===== config.mk =====
export PLATFORM = sky130hd
export DESIGN_NAME = hazard_ctrl_flat
export DESIGN_NICKNAME = d
export VERILOG_FILES = /design/src/rtl/hazard_ctrl_if.sv /design/src/rtl/hazard_ctrl.sv /design/src/flat_wrapper.sv
export SDC_FILE = /design/constraint.sdc
export NUM_CORES = 1
export LEC_CHECK = 0
export ABC_CLOCK_PERIOD_IN_PS = 6800
export BUFFER_PORTS_ARGS = -buffer_cell sky130_fd_sc_hd__buf_4
export CAP_MARGIN = 20
export CELL_PAD_IN_SITES_DETAIL_PLACEMENT = 0
export CELL_PAD_IN_SITES_GLOBAL_PLACEMENT = 1
export CORE_MARGIN = 5
export CORE_UTILIZATION = 26
export CTS_BUF_LIST = sky130_fd_sc_hd__clkbuf_8
export DETAILED_ROUTE_END_ITERATION = 8
export GPL_TIMING_DRIVEN = 1
export PLACE_DENSITY_LB_ADDON = 0.05
export SYNTH_ARGS = -nofsm -noshare
export SYNTH_HDL_FRONTEND = slang
export SYNTH_SLANG_ARGS = --single-unit
export TNS_END_PERCENT = 20

===== constraint.sdc =====
create_clock -name clock -period 6.8 [get_ports clock]
set_input_delay 2.04 -clock clock [delete_from_list [all_inputs] [get_ports clock]]
set_output_delay 2.04 -clock clock [all_outputs]
set_load 0.02 [all_outputs]

===== src/rtl/hazard_ctrl_if.sv =====
// -----------------------------------------------------------------------------
// hazard_ctrl_if
//
// Groups the signals exchanged between the hazard sequencer and the
// fetch/decode/execute datapath plus the multdiv handshake.
//
//   master : the hazard controller itself
//            inputs  fd_insn, dx_insn, dx_redirect, md_ready
//            outputs pc_en, fd_en, dx_en, fd_flush, dx_nop, xm_nop,
//                    md_start, md_done, md_error
//   slave  : the pipeline / multdiv side (mirror image of master)
// -----------------------------------------------------------------------------
interface hazard_ctrl_if;
  logic [31:0] fd_insn;
  logic [31:0] dx_insn;
  logic        dx_redirect;
  logic        md_ready;
  logic        pc_en;
  logic        fd_en;
  logic        dx_en;
  logic        fd_flush;
  logic        dx_nop;
  logic        xm_nop;
  logic        md_start;
  logic        md_done;
  logic        md_error;

  modport master (
    input  fd_insn,
    input  dx_insn,
    input  dx_redirect,
    input  md_ready,
    output pc_en,
    output fd_en,
    output dx_en,
    output fd_flush,
    output dx_nop,
    output xm_nop,
    output md_start,
    output md_done,
    output md_error
  );

  modport slave (
    output fd_insn,
    output dx_insn,
    output dx_redirect,
    output md_ready,
    input  pc_en,
    input  fd_en,
    input  dx_en,
    input  fd_flush,
    input  dx_nop,
    input  xm_nop,
    input  md_start,
    input  md_done,
    input  md_error
  );
endinterface


===== src/rtl/hazard_ctrl.sv =====
// -----------------------------------------------------------------------------
// hazard_ctrl
//
// Pipeline hazard sequencer for the 5-stage core. Every cycle it decides
// whether PC, F/D and D/X advance, hold, or load a bubble:
//   - load-use stall (lw in D/X feeding the instruction in F/D): 1 cycle
//   - multdiv issue and wait on the md_start / md_ready handshake
//   - control-flow flush when execute resolves a taken branch/jump
// It is the only source of the enable and flush/nop controls between fetch
// and execute.
//
// Ports:
//   clock          rising-edge clock
//   reset          synchronous, active-low
//   hz (master)    fd_insn, dx_insn, dx_redirect, md_ready in;
//                  pc_en, fd_en, dx_en, fd_flush, dx_nop, xm_nop,
//                  md_start, md_done, md_error out
//   stall_cycles   (HAZARD_PERF_CNT_EN only) cycles with pc_en = 0
//   flush_count    (HAZARD_PERF_CNT_EN only) cycles with fd_flush = 1
//
// Parameter:
//   MD_TIMEOUT     MD_WAIT cycles without md_ready before md_error sets
//                  (legal range 2..255)
//
// Optional feature macro: HAZARD_PERF_CNT_EN (adds the two perf counters).
//
// All control outputs are Mealy: combinational from state and the current
// inputs, so the stall decision has zero latency. md_error is a flop.
// -----------------------------------------------------------------------------
module hazard_ctrl #(
  parameter int unsigned MD_TIMEOUT = 32'd40
) (
  input  logic          clock,
  input  logic          reset,
  hazard_ctrl_if.master hz
`ifdef HAZARD_PERF_CNT_EN
  ,
  output logic [31:0]   stall_cycles,
  output logic [31:0]   flush_count
`endif
);

  typedef enum logic [1:0] {
    ST_RUN      = 2'b00,
    ST_MD_ISSUE = 2'b01,
    ST_MD_WAIT  = 2'b10
  } state_e;

  localparam logic [4:0] OP_ALU  = 5'b00000;
  localparam logic [4:0] OP_LW   = 5'b01000;
  localparam logic [4:0] OP_SW   = 5'b00111;
  localparam logic [4:0] OP_BNE  = 5'b00010;
  localparam logic [4:0] OP_BLT  = 5'b00110;
  localparam logic [4:0] OP_JR   = 5'b00100;
  localparam logic [4:0] ALU_MUL = 5'b00110;
  localparam logic [4:0] ALU_DIV = 5'b00111;

  // Counter value seen on the MD_TIMEOUT-th MD_WAIT cycle (counter starts at 0).
  localparam logic [7:0] TIMEOUT_LAST = 8'(MD_TIMEOUT - 32'd1);

  // ---------------------------------------------------------------------------
  // Instruction field helpers
  // ---------------------------------------------------------------------------
  function automatic logic [4:0] f_opcode(input logic [31:0] insn);
    return insn[31:27];
  endfunction

  function automatic logic [4:0] f_rd(input logic [31:0] insn);
    return insn[26:22];
  endfunction

  function automatic logic [4:0] f_rs1(input logic [31:0] insn);
    return insn[21:17];
  endfunction

  function automatic logic [4:0] f_rs2(input logic [31:0] insn);
    return insn[16:12];
  endfunction

  function automatic logic [4:0] f_aluop(input logic [31:0] insn);
    return insn[6:2];
  endfunction

  function automatic logic f_is_multdiv(input logic [31:0] insn);
    logic res;
    res = 1'b0;
    if (f_opcode(insn) == OP_ALU) begin
      if ((f_aluop(insn) == ALU_MUL) || (f_aluop(insn) == ALU_DIV)) begin
        res = 1'b1;
      end else begin
        res = 1'b0;
      end
    end else begin
      res = 1'b0;
    end
    return res;
  endfunction

  // lw in D/X whose destination is read by the F/D instruction. Stores and
  // branches/jr carry a source operand in the rd field, so rd is compared for
  // those opcodes; rs2 is only a register for R-type ALU instructions.
  function automatic logic f_load_use(input logic [31:0] fd, input logic [31:0] dx);
    logic [4:0] dst;
    logic       hit;
    dst = f_rd(dx);
    hit = (dst == f_rs1(fd));
    if ((f_opcode(fd) == OP_ALU) && (dst == f_rs2(fd))) begin
      hit = 1'b1;
    end else begin
      hit = hit;
    end
    case (f_opcode(fd))
      OP_SW, OP_BNE, OP_BLT, OP_JR: begin
        if (dst == f_rd(fd)) begin
          hit = 1'b1;
        end else begin
          hit = hit;
        end
      end
      default: hit = hit;
    endcase
    return (f_opcode(dx) == OP_LW) && (dst != 5'd0) && hit;
  endfunction

  // ---------------------------------------------------------------------------
  // State
  // ---------------------------------------------------------------------------
  state_e     state_q, state_d;
  state_e     state_eff_s;
  logic [7:0] cnt_q, cnt_d;
  logic       error_q, error_d;
  logic       load_use_s;
  logic       md_insn_s;
  logic       timeout_s;
  logic       unused_insn_bits_s;

  // Field bits the sequencer never looks at.
  assign unused_insn_bits_s = ^{hz.fd_insn[11:0], hz.dx_insn[21:7], hz.dx_insn[1:0]};

  // Hazard decode from the two latched instruction words.
  always_comb begin
    load_use_s = f_load_use(hz.fd_insn, hz.dx_insn);
    md_insn_s  = f_is_multdiv(hz.dx_insn);
    timeout_s  = (cnt_q == TIMEOUT_LAST);
  end

  // While reset is held the outputs already follow RUN so an abandoned
  // multdiv wait can never produce md_done.
  always_comb begin
    if (reset) begin
      state_eff_s = state_q;
    end else begin
      state_eff_s = ST_RUN;
    end
  end

  // Next-state and Mealy output logic.
  always_comb begin
    state_d     = state_q;
    cnt_d       = cnt_q;
    error_d     = error_q;
    hz.pc_en    = 1'b1;
    hz.fd_en    = 1'b1;
    hz.dx_en    = 1'b1;
    hz.fd_flush = 1'b0;
    hz.dx_nop   = 1'b0;
    hz.xm_nop   = 1'b0;
    hz.md_start = 1'b0;
    hz.md_done  = 1'b0;
    case (state_eff_s)
      ST_RUN: begin
        if (hz.dx_redirect) begin
          hz.fd_flush = 1'b1;
          hz.dx_nop   = 1'b1;
          state_d     = ST_RUN;
        end else if (md_insn_s) begin
          // Hold the multdiv in D/X while it executes; X/M gets bubbles.
          hz.md_start = 1'b1;
          hz.pc_en    = 1'b0;
          hz.fd_en    = 1'b0;
          hz.dx_en    = 1'b0;
          hz.xm_nop   = 1'b1;
          cnt_d       = 8'd0;
          state_d     = ST_MD_WAIT;
        end else if (load_use_s) begin
          // Bubble into D/X; next cycle the lw has moved on, so this is 1 cycle.
          hz.pc_en  = 1'b0;
          hz.fd_en  = 1'b0;
          hz.dx_nop = 1'b1;
          state_d   = ST_RUN;
        end else begin
          state_d = ST_RUN;
        end
      end
      ST_MD_WAIT: begin
        if (hz.md_ready) begin
          hz.md_done = 1'b1;
          cnt_d      = 8'd0;
          state_d    = ST_RUN;
        end else if (timeout_s) begin
          // Give up: retire the multdiv with whatever the unit drives and
          // advance the pipeline exactly as for a normal completion.
          hz.md_done = 1'b1;
          error_d    = 1'b1;
          cnt_d      = 8'd0;
          state_d    = ST_RUN;
        end else begin
          hz.pc_en  = 1'b0;
          hz.fd_en  = 1'b0;
          hz.dx_en  = 1'b0;
          hz.xm_nop = 1'b1;
          if (cnt_q == 8'hFF) begin
            cnt_d = cnt_q;
          end else begin
            cnt_d = cnt_q + 8'd1;
          end
          state_d = ST_MD_WAIT;
        end
      end
      ST_MD_ISSUE: begin
        state_d = ST_RUN;
      end
      default: begin
        state_d = ST_RUN;
      end
    endcase
  end

  // State, timeout counter and sticky error registers.
  always_ff @(posedge clock) begin
    if (!reset) begin
      state_q <= ST_RUN;
      cnt_q   <= 8'd0;
      error_q <= 1'b0;
    end else begin
      state_q <= state_d;
      cnt_q   <= cnt_d;
      error_q <= error_d;
    end
  end

  assign hz.md_error = error_q;

`ifdef HAZARD_PERF_CNT_EN
  logic [31:0] stall_cycles_q, stall_cycles_d;
  logic [31:0] flush_count_q, flush_count_d;

  // Performance counter increments; both wrap naturally at 2^32.
  always_comb begin
    if (hz.pc_en) begin
      stall_cycles_d = stall_cycles_q;
    end else begin
      stall_cycles_d = stall_cycles_q + 32'd1;
    end
    if (hz.fd_flush) begin
      flush_count_d = flush_count_q + 32'd1;
    end else begin
      flush_count_d = flush_count_q;
    end
  end

  // Performance counter registers.
  always_ff @(posedge clock) begin
    if (!reset) begin
      stall_cycles_q <= 32'd0;
      flush_count_q  <= 32'd0;
    end else begin
      stall_cycles_q <= stall_cycles_d;
      flush_count_q  <= flush_count_d;
    end
  end

  assign stall_cycles = stall_cycles_q;
  assign flush_count  = flush_count_q;
`endif

endmodule


===== src/flat_wrapper.sv =====
// flat-port wrapper written by rule: the top's interface ports become plain ports
module hazard_ctrl_flat 
#(
  parameter int unsigned MD_TIMEOUT = 32'd40
)
  (clock, reset, hz_fd_insn, hz_dx_insn, hz_dx_redirect, hz_md_ready, hz_pc_en, hz_fd_en, hz_dx_en, hz_fd_flush, hz_dx_nop, hz_xm_nop, hz_md_start, hz_md_done, hz_md_error);
  hazard_ctrl_if hz_i ();
  input  logic clock;
  input  logic reset;
  input wire logic [$bits(hz_i.fd_insn)-1:0] hz_fd_insn;
  input wire logic [$bits(hz_i.dx_insn)-1:0] hz_dx_insn;
  input wire logic [$bits(hz_i.dx_redirect)-1:0] hz_dx_redirect;
  input wire logic [$bits(hz_i.md_ready)-1:0] hz_md_ready;
  output wire logic [$bits(hz_i.pc_en)-1:0] hz_pc_en;
  output wire logic [$bits(hz_i.fd_en)-1:0] hz_fd_en;
  output wire logic [$bits(hz_i.dx_en)-1:0] hz_dx_en;
  output wire logic [$bits(hz_i.fd_flush)-1:0] hz_fd_flush;
  output wire logic [$bits(hz_i.dx_nop)-1:0] hz_dx_nop;
  output wire logic [$bits(hz_i.xm_nop)-1:0] hz_xm_nop;
  output wire logic [$bits(hz_i.md_start)-1:0] hz_md_start;
  output wire logic [$bits(hz_i.md_done)-1:0] hz_md_done;
  output wire logic [$bits(hz_i.md_error)-1:0] hz_md_error;
  assign hz_i.fd_insn = hz_fd_insn;
  assign hz_i.dx_insn = hz_dx_insn;
  assign hz_i.dx_redirect = hz_dx_redirect;
  assign hz_i.md_ready = hz_md_ready;
  assign hz_pc_en = hz_i.pc_en;
  assign hz_fd_en = hz_i.fd_en;
  assign hz_dx_en = hz_i.dx_en;
  assign hz_fd_flush = hz_i.fd_flush;
  assign hz_dx_nop = hz_i.dx_nop;
  assign hz_xm_nop = hz_i.xm_nop;
  assign hz_md_start = hz_i.md_start;
  assign hz_md_done = hz_i.md_done;
  assign hz_md_error = hz_i.md_error;
  hazard_ctrl #(.MD_TIMEOUT(MD_TIMEOUT)) u_core (.clock(clock), .reset(reset), .hz(hz_i));
endmodule

==> impl_metrics.ini, run 1 <==
[run_status]
outcome = completed

[global_routing]
antenna_found_initial = 0
grt_first_pass_wirelength_um = 4200
grt_pass1_vias = 944
grt_start_max_net_pins = 12
track_usage_pct = 12.5
grt.overflow.total = 0

[synth]
synth.top_cell.area_share_pct = 24.0
yosysWarnings = 0
synth_edf_count = 0
synth.avg_cell_area_um2 = 8.02
synthTopCellsByArea = dfxtp_1 (24%), xor2_1 (8.4%), xnor2_1 (7.3%)
synthFlopType = dfxtp_1
synth_area_leader_cell = dfxtp_1
synthCells = 104
synth-seq-cells = 10
ys_seq_area_share_pct = 24.0
syn-num-nets = 173
synth_most_common_cell = nor2_1
synthDistinctLibCells = 38
async_reset_ff_share_pct = 0
syn-cell-area_um2 = 835
synthTopCellsByCount = nor2_1 (11), dfxtp_1 (10), nand2_1 (10)

[route]
firstDrtPassIters = 4
routed_wl_um = 2520
drc = 0
ant_nets = 0
vias_per_cell = 4.72
initialDrtViolationCount = 20
post_drt_wl_per_cell_um = 12.8
vias = 926

[floorplan]
die_x_um = 66.7
dieArea_um2 = 4440
initial_core_util_pct = 27.1
coreArea_um2 = 3080
pin_count = 77
die_h_um = 66.7
rows = 20

[worst_setup_path]
worst-endpoint-arrival_ps = 3520
required_ps = 4760
crit_path_end_kind = output port
cp-start-kind = input pin
cp_max_fo = 2
crit_type = input pin to output port

[timing]
holdWs_ps = 472
slew_viol_final = 0
fmax_mhz = 180
tightest_slew_ps = 542
finalSetupTns_ps = 0
rsz0062_at_grt = no
finalSetupViolCount = 0
finalHoldViolCount = 0
min_period_over_period_pct = 81.8
post-route-min-period_ps = 5560
finClkSkew_ps = 1.67
timing.slew.headroom_pct = 63.8

[power_and_ir_drop]
p_per_area_nw_per_um2 = 132
ir_worst_vdd_v = 0.0000750
total_power_uw = 169
p_leak_nw = 0.528

[clock_network]
clkLatencyLatePin_ps = 240
cts-root-buf = clkbuf_8
clk_pin_slew_worst_paths_ps = 50
cts.hold.buffers_added = 0
cts_tree = built
clkSinkCount = 10
h-tree-depth = 1
clk_path_buf_depth = 2
cts.repair.resized = 0
post_cts_buffers = 0
cts_made_buffers = 3

[layout]
syn2layout_area_growth_pct = 53.2
antenna_cells = 0
drive_gt1_share_pct = 40.1
n_fill_cell = 333
final_net_count = 222

[place]
place.port_buffers = 46
dp_hpwl_um = 2180
gp_congestion = 0.804

[flow_run]
drv_cap = 0

[min_path]
hp-class = flip-flop to flip-flop
registers in the layout (all words and copies together) (netlist names):
| signal | count |
|---|---|
| u_core.cnt_q | 8 |
| u_core.hz.md_error | 1 |
| u_core.state_q | 1 |
logic make-up (layout without fill, tap and decap cells):
kind of cell | after synthesis | after routing | share of synthesized area [%]
AND/OR/NAND/NOR | 50 | 50 | 36.7
AO/OA/AOI/OAI | 24 | 24 | 19.8
XOR/XNOR | 15 | 15 | 15.7
flip-flops | 10 | 10 | 24.0
buffers and inverters | 4 | 52 | 2.25
adder cells (fa/ha/maj) | 1 | 1 | 1.50
stage by stage:
stage          setup slack [ps]  area [um2]  instances  util [%]
6_report                   1240        1280        196      41.5
2_1_floorplan              1080         835        104         -
4_1_cts                    1200        1280        196      41.5
5_1_grt                    1100        1280        196      41.5
3_5_place_dp               1210        1220        192      39.8
3_3_place_gp               1190        1220        192      39.8
layer usage:
metal	global-route usage [%]	vias to the layer above	share of wire, %
met4	3.05	0	0.48
met1	14.3	422	43
met5	0	-	0
li1	-	480	-
met3	4.55	2	6.4
met2	21.7	22	50
final timing paths:
kind              depth (start not counted)                             from                         endpoint  slack, ps
hold / removal                            2  u_core.hz.md_error$_SDFFE_PN0P_  u_core.hz.md_error$_SDFFE_PN0P_        470
setup / recovery                          7                   hz_fd_insn[31]                         hz_pc_en       1240
setup reg to reg                          5     u_core.cnt_q[0]$_SDFFE_PN0P_     u_core.cnt_q[2]$_SDFFE_PN0P_       5010
hold reg to reg                           2  u_core.hz.md_error$_SDFFE_PN0P_  u_core.hz.md_error$_SDFFE_PN0P_        470
placed cells by master (no fill, tap or decap), types with 2 or more instances in the layout:
cell	n
nand3_1	4
nor3_1	3
a211oi_1	2
nor2_1	11
clkbuf_8	4
dfxtp_1	10
nand2b_1	2
nand2_1	10
xor2_1	8
nand4_1	3
or4_4	2
xnor2_1	7
inv_1	2
buf_4	46
a21oi_2	2
o21ai_0	3
nor4_2	3
a31oi_1	4
and2_1	2
a21oi_1	6
layout make-up:
class / count / area (um2) / share of cell area, %
inverters: 2 / 7.51 / 0.587
repair buffers: 46 / 345 / 27.0
clock buffers: 4 / 55.1 / 4.31
multi-input cells: 90 / 616 / 48.1
flip-flops and latches: 10 / 200 / 15.7
well taps: 44 / 55.1 / 4.31
report_power, final:
group          internal [mW]  leakage (nW)  total [mW]  switching [mW]
logic                 0.0215         0.419      0.0353          0.0138
registers             0.0588        0.0805      0.0588      0.00000947
clock network         0.0509        0.0288      0.0747          0.0238
total                  0.131         0.528       0.169          0.0376
worst max-delay path, cell delays in order:
cell	delay, ps
buf_4	110
or4_4	520
nor4_2	160
nand4_1	120
a31oi_1	240
a211oi_1	120
buf_4	190
Note: power is estimated with default switching activity, not from simulation.
==> run 2, diff against run 1 <==
ABC_AREA = 1   (was default)
ABC_CLOCK_PERIOD_IN_PS = 4900   (was 6800)
CORE_UTILIZATION = 23   (was 26)
clock period = 4.9 ns   (was 6.8 ns; I/O delays follow)
==> impl_metrics.ini, run 2 <==
[layout]
drive_gt1_share_pct = 27.6
final_cell_mix = nand2_1 (59), buf_4 (46), inv_1 (42), nor2_1 (22), nand3_1 (11)
final_common_cell = nand2_1
design_area_um2 = 1510
n_fill_cell = 512
largest_reg_flops = 8
regMostFlops = u_core.cnt_q
antenna_cells = 0
final_net_count = 313
syn2layout_area_growth_pct = 43.4

[timing]
finClkSkew_ps = 2.24
finalHoldViolCount = 0
post-route-min-period_ps = 4020
rsz0062_at_grt = no
slew_viol_final = 0
fmax_mhz = 249
finalSetupTns_ps = 0
timing.slew.headroom_pct = 83.6
tightest_slew_ps = 245
min_period_over_period_pct = 82.1
finalSetupViolCount = 0

[worst_setup_path]
required_ps = 3430
cp_max_fo = 4
worst-endpoint-arrival_ps = 2550
timing.rr.end = u_core.cnt_q[7]$_SDFFE_PN0P_
cp_slowest_cell = nor2_1
crit_path_end_kind = output port
crit_type = input pin to output port
worstReg2RegStart = u_core.cnt_q[0]$_SDFFE_PN0P_
cp-start-kind = input pin
reg2reg_depth = 10
cp_cell_sequence = buf_4, nor2_1, nand2_1, nand3b_1, nor2_1, nor2_4, nand2_1, inv_1, buf_4
r2r_slack_ps = 3370
slowest_delay_ps = 230

[clock_network]
cts.hold.buffers_added = 0
clk_pin_slew_worst_paths_ps = 50
h-tree-depth = 1
clkLatencyLatePin_ps = 230
cts-root-buf = clkbuf_8
cts.repair.resized = 0
clkSinkCount = 10
cts_tree = built
clk_path_buf_depth = 2
post_cts_buffers = 0
cts_made_buffers = 3

[synth]
synthDistinctLibCells = 27
synth-seq-cells = 10
synth.avg_cell_area_um2 = 5.44
synth_edf_count = 0
synth_most_common_cell = nand2_1
async_reset_ff_share_pct = 0
synthFlopType = dfxtp_1
syn-num-nets = 263
yosysWarnings = 0
syn-cell-area_um2 = 1050
synth.top_cell.area_share_pct = 21.0
synthTopCellsByArea = nand2_1 (21%), dfxtp_1 (19%), inv_1 (15%)
synth_area_leader_cell = nand2_1
synthTopCellsByCount = nand2_1 (59), inv_1 (42), nor2_1 (22)
ys_seq_area_share_pct = 19.0
synthCells = 194

[global_routing]
grt_pass1_vias = 1126
grt.overflow.total = 0
track_usage_pct = 10.1
antenna_found_initial = 0
grt_start_max_net_pins = 10
grt_first_pass_wirelength_um = 5130

[floorplan]
initial_core_util_pct = 23.9
die_x_um = 77.7
die_h_um = 77.7
dieArea_um2 = 6040
pin_count = 77
coreArea_um2 = 4410
rows = 24

[run_status]
outcome = completed

[power_and_ir_drop]
seq_power_share_pct = 33.9
p_per_area_nw_per_um2 = 159
cell_internal_pwr_uw = 182
power_frac_comb_pct = 23.3
p_leak_nw = 0.864
p_switching_uw = 58.2
clock_power_share_pct = 42.8
swShare_pct = 24.2
ir_worst_vdd_v = 0.000119

[place]
place_area_um2 = 1460
dp_hpwl_um = 2650
place.port_buffers = 46
gp_congestion = 0.718

[route]
routed_wl_um = 3050
post_drt_wl_per_cell_um = 10.3
initialDrtViolationCount = 37
firstDrtPassIters = 4
vias = 1199
ant_nets = 0
vias_per_cell = 4.06
drc = 0

[flow_run]
drv_cap = 0

[min_path]
hold_end = u_core.hz.md_error$_SDFFE_PN0P_
hp-class = flip-flop to flip-flop
hold_depth = 1
hp-start = u_core.hz.md_error$_SDFFE_PN0P_
[run 2: cell count changes after synthesis, sizes merged, moves of 3 or more]
cell,before,now
nor3,3,6
nand2,11,63
nand3,5,13
xnor2,7,1
nor2,11,27
a31oi,4,1
nor4,4,0
inv,2,46
xor2,8,3
[run 2: area by class of cell]
cell class,instances,area [um2],area share [%]
Sequential cell,10,200,13.2
Tap cell,52,65.1,4.30
Clock buffer,4,55.1,3.64
Inverter,46,173,11.4
Multi-Input combinational cell,137,674,44.6
Timing Repair Buffer,46,345,22.8
[run 2: cells by family (layout without fill, tap and decap cells)]
kind of cell               count (synthesis)  after routing  share of synthesized area (%)
adders and majority gates                  1              1                           1.19
and+or+nand+nor                          117            117                           51.4
xor gates and xnor gates                   4              4                           3.32
AOI/OAI and AO/OA                         15             15                           8.07
DFF                                       10             10                           19.0
buffers and inverters                     47             96                           17.1
[run 2: worst max-delay path, delay by kind of cell]
kind	cells	cell delay, ps
buffers and inverters	3	300
and+or+nand+nor	6	800
[run 2: worst max path at each step]
| stage | start | to | slack (ps) | cells past startpoint |
|---|---|---|---|---|
| 4_1_cts | hz_dx_insn[29] | hz_pc_en | 850 | 9 |
| 2_1_floorplan | hz_dx_insn[29] | hz_pc_en | 700 | 8 |
| 5_1_grt | hz_dx_insn[28] | hz_pc_en | 690 | 9 |
| 3_3_place_gp | hz_dx_insn[29] | hz_fd_en | 850 | 9 |
| 6_report | hz_dx_insn[29] | hz_pc_en | 880 | 9 |
| 3_5_place_dp | hz_dx_insn[29] | hz_pc_en | 850 | 9 |
[run 2: through the flow]
step	cells	worst slack (ps)	util, %	hold WS, ps	power [mW]
5_1_grt	295	691	34.3	503	0.257
3_3_place_gp	291	850	33.0	452	0.140
2_1_floorplan	194	701	-	477	0.106
6_report	295	878	34.3	474	0.240
3_5_place_dp	291	853	33.0	463	0.140
4_1_cts	295	850	34.3	477	0.245
[run 2: layer usage]
layer | track usage [%] | part of all wire, % | vias to the layer above
met5 | 0 | 0 | -
met4 | 1.03 | 0.26 | 0
li1 | - | - | 681
met2 | 14.5 | 39 | 33
met3 | 3.70 | 8.6 | 2
met1 | 14.7 | 52 | 483
[run 2: power groups by stage]
stage | Combinational, mW | Clock (mW) | Sequential (mW)
after global routing | 0.0632 | 0.112 | 0.0814
after detailed placement | 0.0566 | 0 | 0.0832
final | 0.0560 | 0.103 | 0.0815
after CTS | 0.0569 | 0.106 | 0.0815
after global placement | 0.0571 | 0 | 0.0832
after floorplan | 0.0228 | 0 | 0.0831
==> run 3, diff against run 2 <==
ABC_CLOCK_PERIOD_IN_PS = 3800   (was 4900)
CORE_UTILIZATION = 25   (was 23)
clock period = 3.8 ns   (was 4.9 ns; I/O delays follow)
==> impl_metrics.ini, run 3 (same netlist as run 2, synthesis figures left out) <==
[timing]
finalSetupViolCount = 0
finalSetupTns_ps = 0
timing.slew.headroom_pct = 82.4
slew_viol_final = 0
rsz0062_at_grt = no
holdWs_ps = 488
fmax_mhz = 295
finClkSkew_ps = 3.47
finalHoldViolCount = 0
tightest_slew_ps = 263
min_period_over_period_pct = 89.2
post-route-min-period_ps = 3390

[min_path]
hp-class = flip-flop to flip-flop

[clock_network]
h-tree-depth = 1
post_cts_buffers = 0
cts.hold.buffers_added = 0
cts_tree = built
cts_made_buffers = 3
cts-root-buf = clkbuf_8
clk_path_buf_depth = 2
clk_pin_slew_worst_paths_ps = 50
cts.repair.resized = 0
clkSinkCount = 10
clkLatencyLatePin_ps = 240

[worst_setup_path]
cp_max_fo = 4
crit_path_end_kind = output port
crit_type = input pin to output port
timing.critical_path.from = hz_dx_insn[29]
cp-endpoint = hz_pc_en
reg2reg_depth = 10
required_ps = 2660
timing.rr.end = u_core.cnt_q[0]$_SDFFE_PN0P_
worstReg2RegStart = u_core.cnt_q[0]$_SDFFE_PN0P_
cp-start-kind = input pin
worst-endpoint-arrival_ps = 2250
r2r_slack_ps = 2310

[place]
place.port_buffers = 46
gp_congestion = 0.675
dp_hpwl_um = 2620

[layout]
final_common_cell = nand2_1
final_net_count = 313
antenna_cells = 0
final_cell_mix = nand2_1 (59), buf_4 (46), inv_1 (42), nor2_1 (22), nand3_1 (11)
regMostFlops = u_core.cnt_q
largest_reg_flops = 8
drive_gt1_share_pct = 27.6
syn2layout_area_growth_pct = 43.2

[global_routing]
met1_usage_pct = 15.8
grtUsageMet2_pct = 19.1
grt_first_pass_wirelength_um = 5110
antenna_found_initial = 0
use_met3_pct = 3.07
grt_start_max_net_pins = 10
track_usage_pct = 11.7
grt_pass1_vias = 1173
grt.overflow.total = 0
top_usage_layer = met2

[power_and_ir_drop]
p_switching_uw = 76.5
power_frac_comb_pct = 23.2
cell_internal_pwr_uw = 235
p_leak_nw = 0.864
seq_power_share_pct = 33.7
total_power_uw = 312
p_per_area_nw_per_um2 = 206
ir_worst_vdd_v = 0.000182
clock_power_share_pct = 43.1
swShare_pct = 24.6

[run_status]
outcome = completed

[route]
routed_wl_um = 3050
initialDrtViolationCount = 44
ant_nets = 0
vias_per_cell = 4.03
drc = 0
vias = 1181
firstDrtPassIters = 3
post_drt_wl_per_cell_um = 10.4

[floorplan]
die_h_um = 75.0
rows = 23
die_x_um = 75.0
initial_core_util_pct = 26.0
coreArea_um2 = 4060
pin_count = 77
dieArea_um2 = 5620

[flow_run]
drv_cap = 0
-- run 3: cell counts in the layout (fill, tap and decap cells not counted) --
No cell type changed its count.
-- run 3: how the worst min path moves through the flow --
stage / start / end / depth (start not counted)
after CTS: u_core.hz.md_error$_SDFFE_PN0P_ / u_core.hz.md_error$_SDFFE_PN0P_ / 1
after global routing: u_core.hz.md_error$_SDFFE_PN0P_ / u_core.hz.md_error$_SDFFE_PN0P_ / 1
after global placement: u_core.hz.md_error$_SDFFE_PN0P_ / u_core.hz.md_error$_SDFFE_PN0P_ / 1
after floorplan: u_core.cnt_q[6]$_SDFFE_PN0P_ / u_core.cnt_q[6]$_SDFFE_PN0P_ / 2
final: u_core.hz.md_error$_SDFFE_PN0P_ / u_core.hz.md_error$_SDFFE_PN0P_ / 1
after detailed placement: u_core.hz.md_error$_SDFFE_PN0P_ / u_core.hz.md_error$_SDFFE_PN0P_ / 1
-- run 3: through the flow --
step	cell area (um2)	cells	worst slack, ps	utilization [%]
floorplan	1050	194	261	-
global placement	1460	289	428	35.9
detailed placement	1460	289	394	35.9
CTS	1510	293	395	37.2
global route	1510	293	237	37.2
finish	1510	293	412	37.2
-- run 3: worst max-delay path, cell delays in order --
cell,delay [ps]
buf_4,110
nor2_1,190
nand2_1,70
nand3b_1,170
nor2_1,240
nor2_4,70
nand2_1,70
inv_1,40
buf_4,150
-- run 3: layout make-up --
type	count	area, um2
inverters	46	173
repair buffers	46	345
multi-input cells	137	674
fillers	457	2550
flip-flops and latches	10	200
clock buffers	4	55.1
well taps	50	62.6
-- run 3: layer usage --
metal / vias up / routed length, um
li1: 680 / -
met1: 467 / 1540
met2: 32 / 1200
met3: 2 / 299
met4: 0 / 6
met5: - / 0
-- run 3: power by group through the flow --
stage | Sequential [mW] | Combinational, mW | Clock [mW]
after floorplan | 0.107 | 0.0293 | 0
after global routing | 0.105 | 0.0834 | 0.146
after detailed placement | 0.107 | 0.0728 | 0
after CTS | 0.105 | 0.0731 | 0.139
final | 0.105 | 0.0721 | 0.134
after global placement | 0.107 | 0.0729 | 0
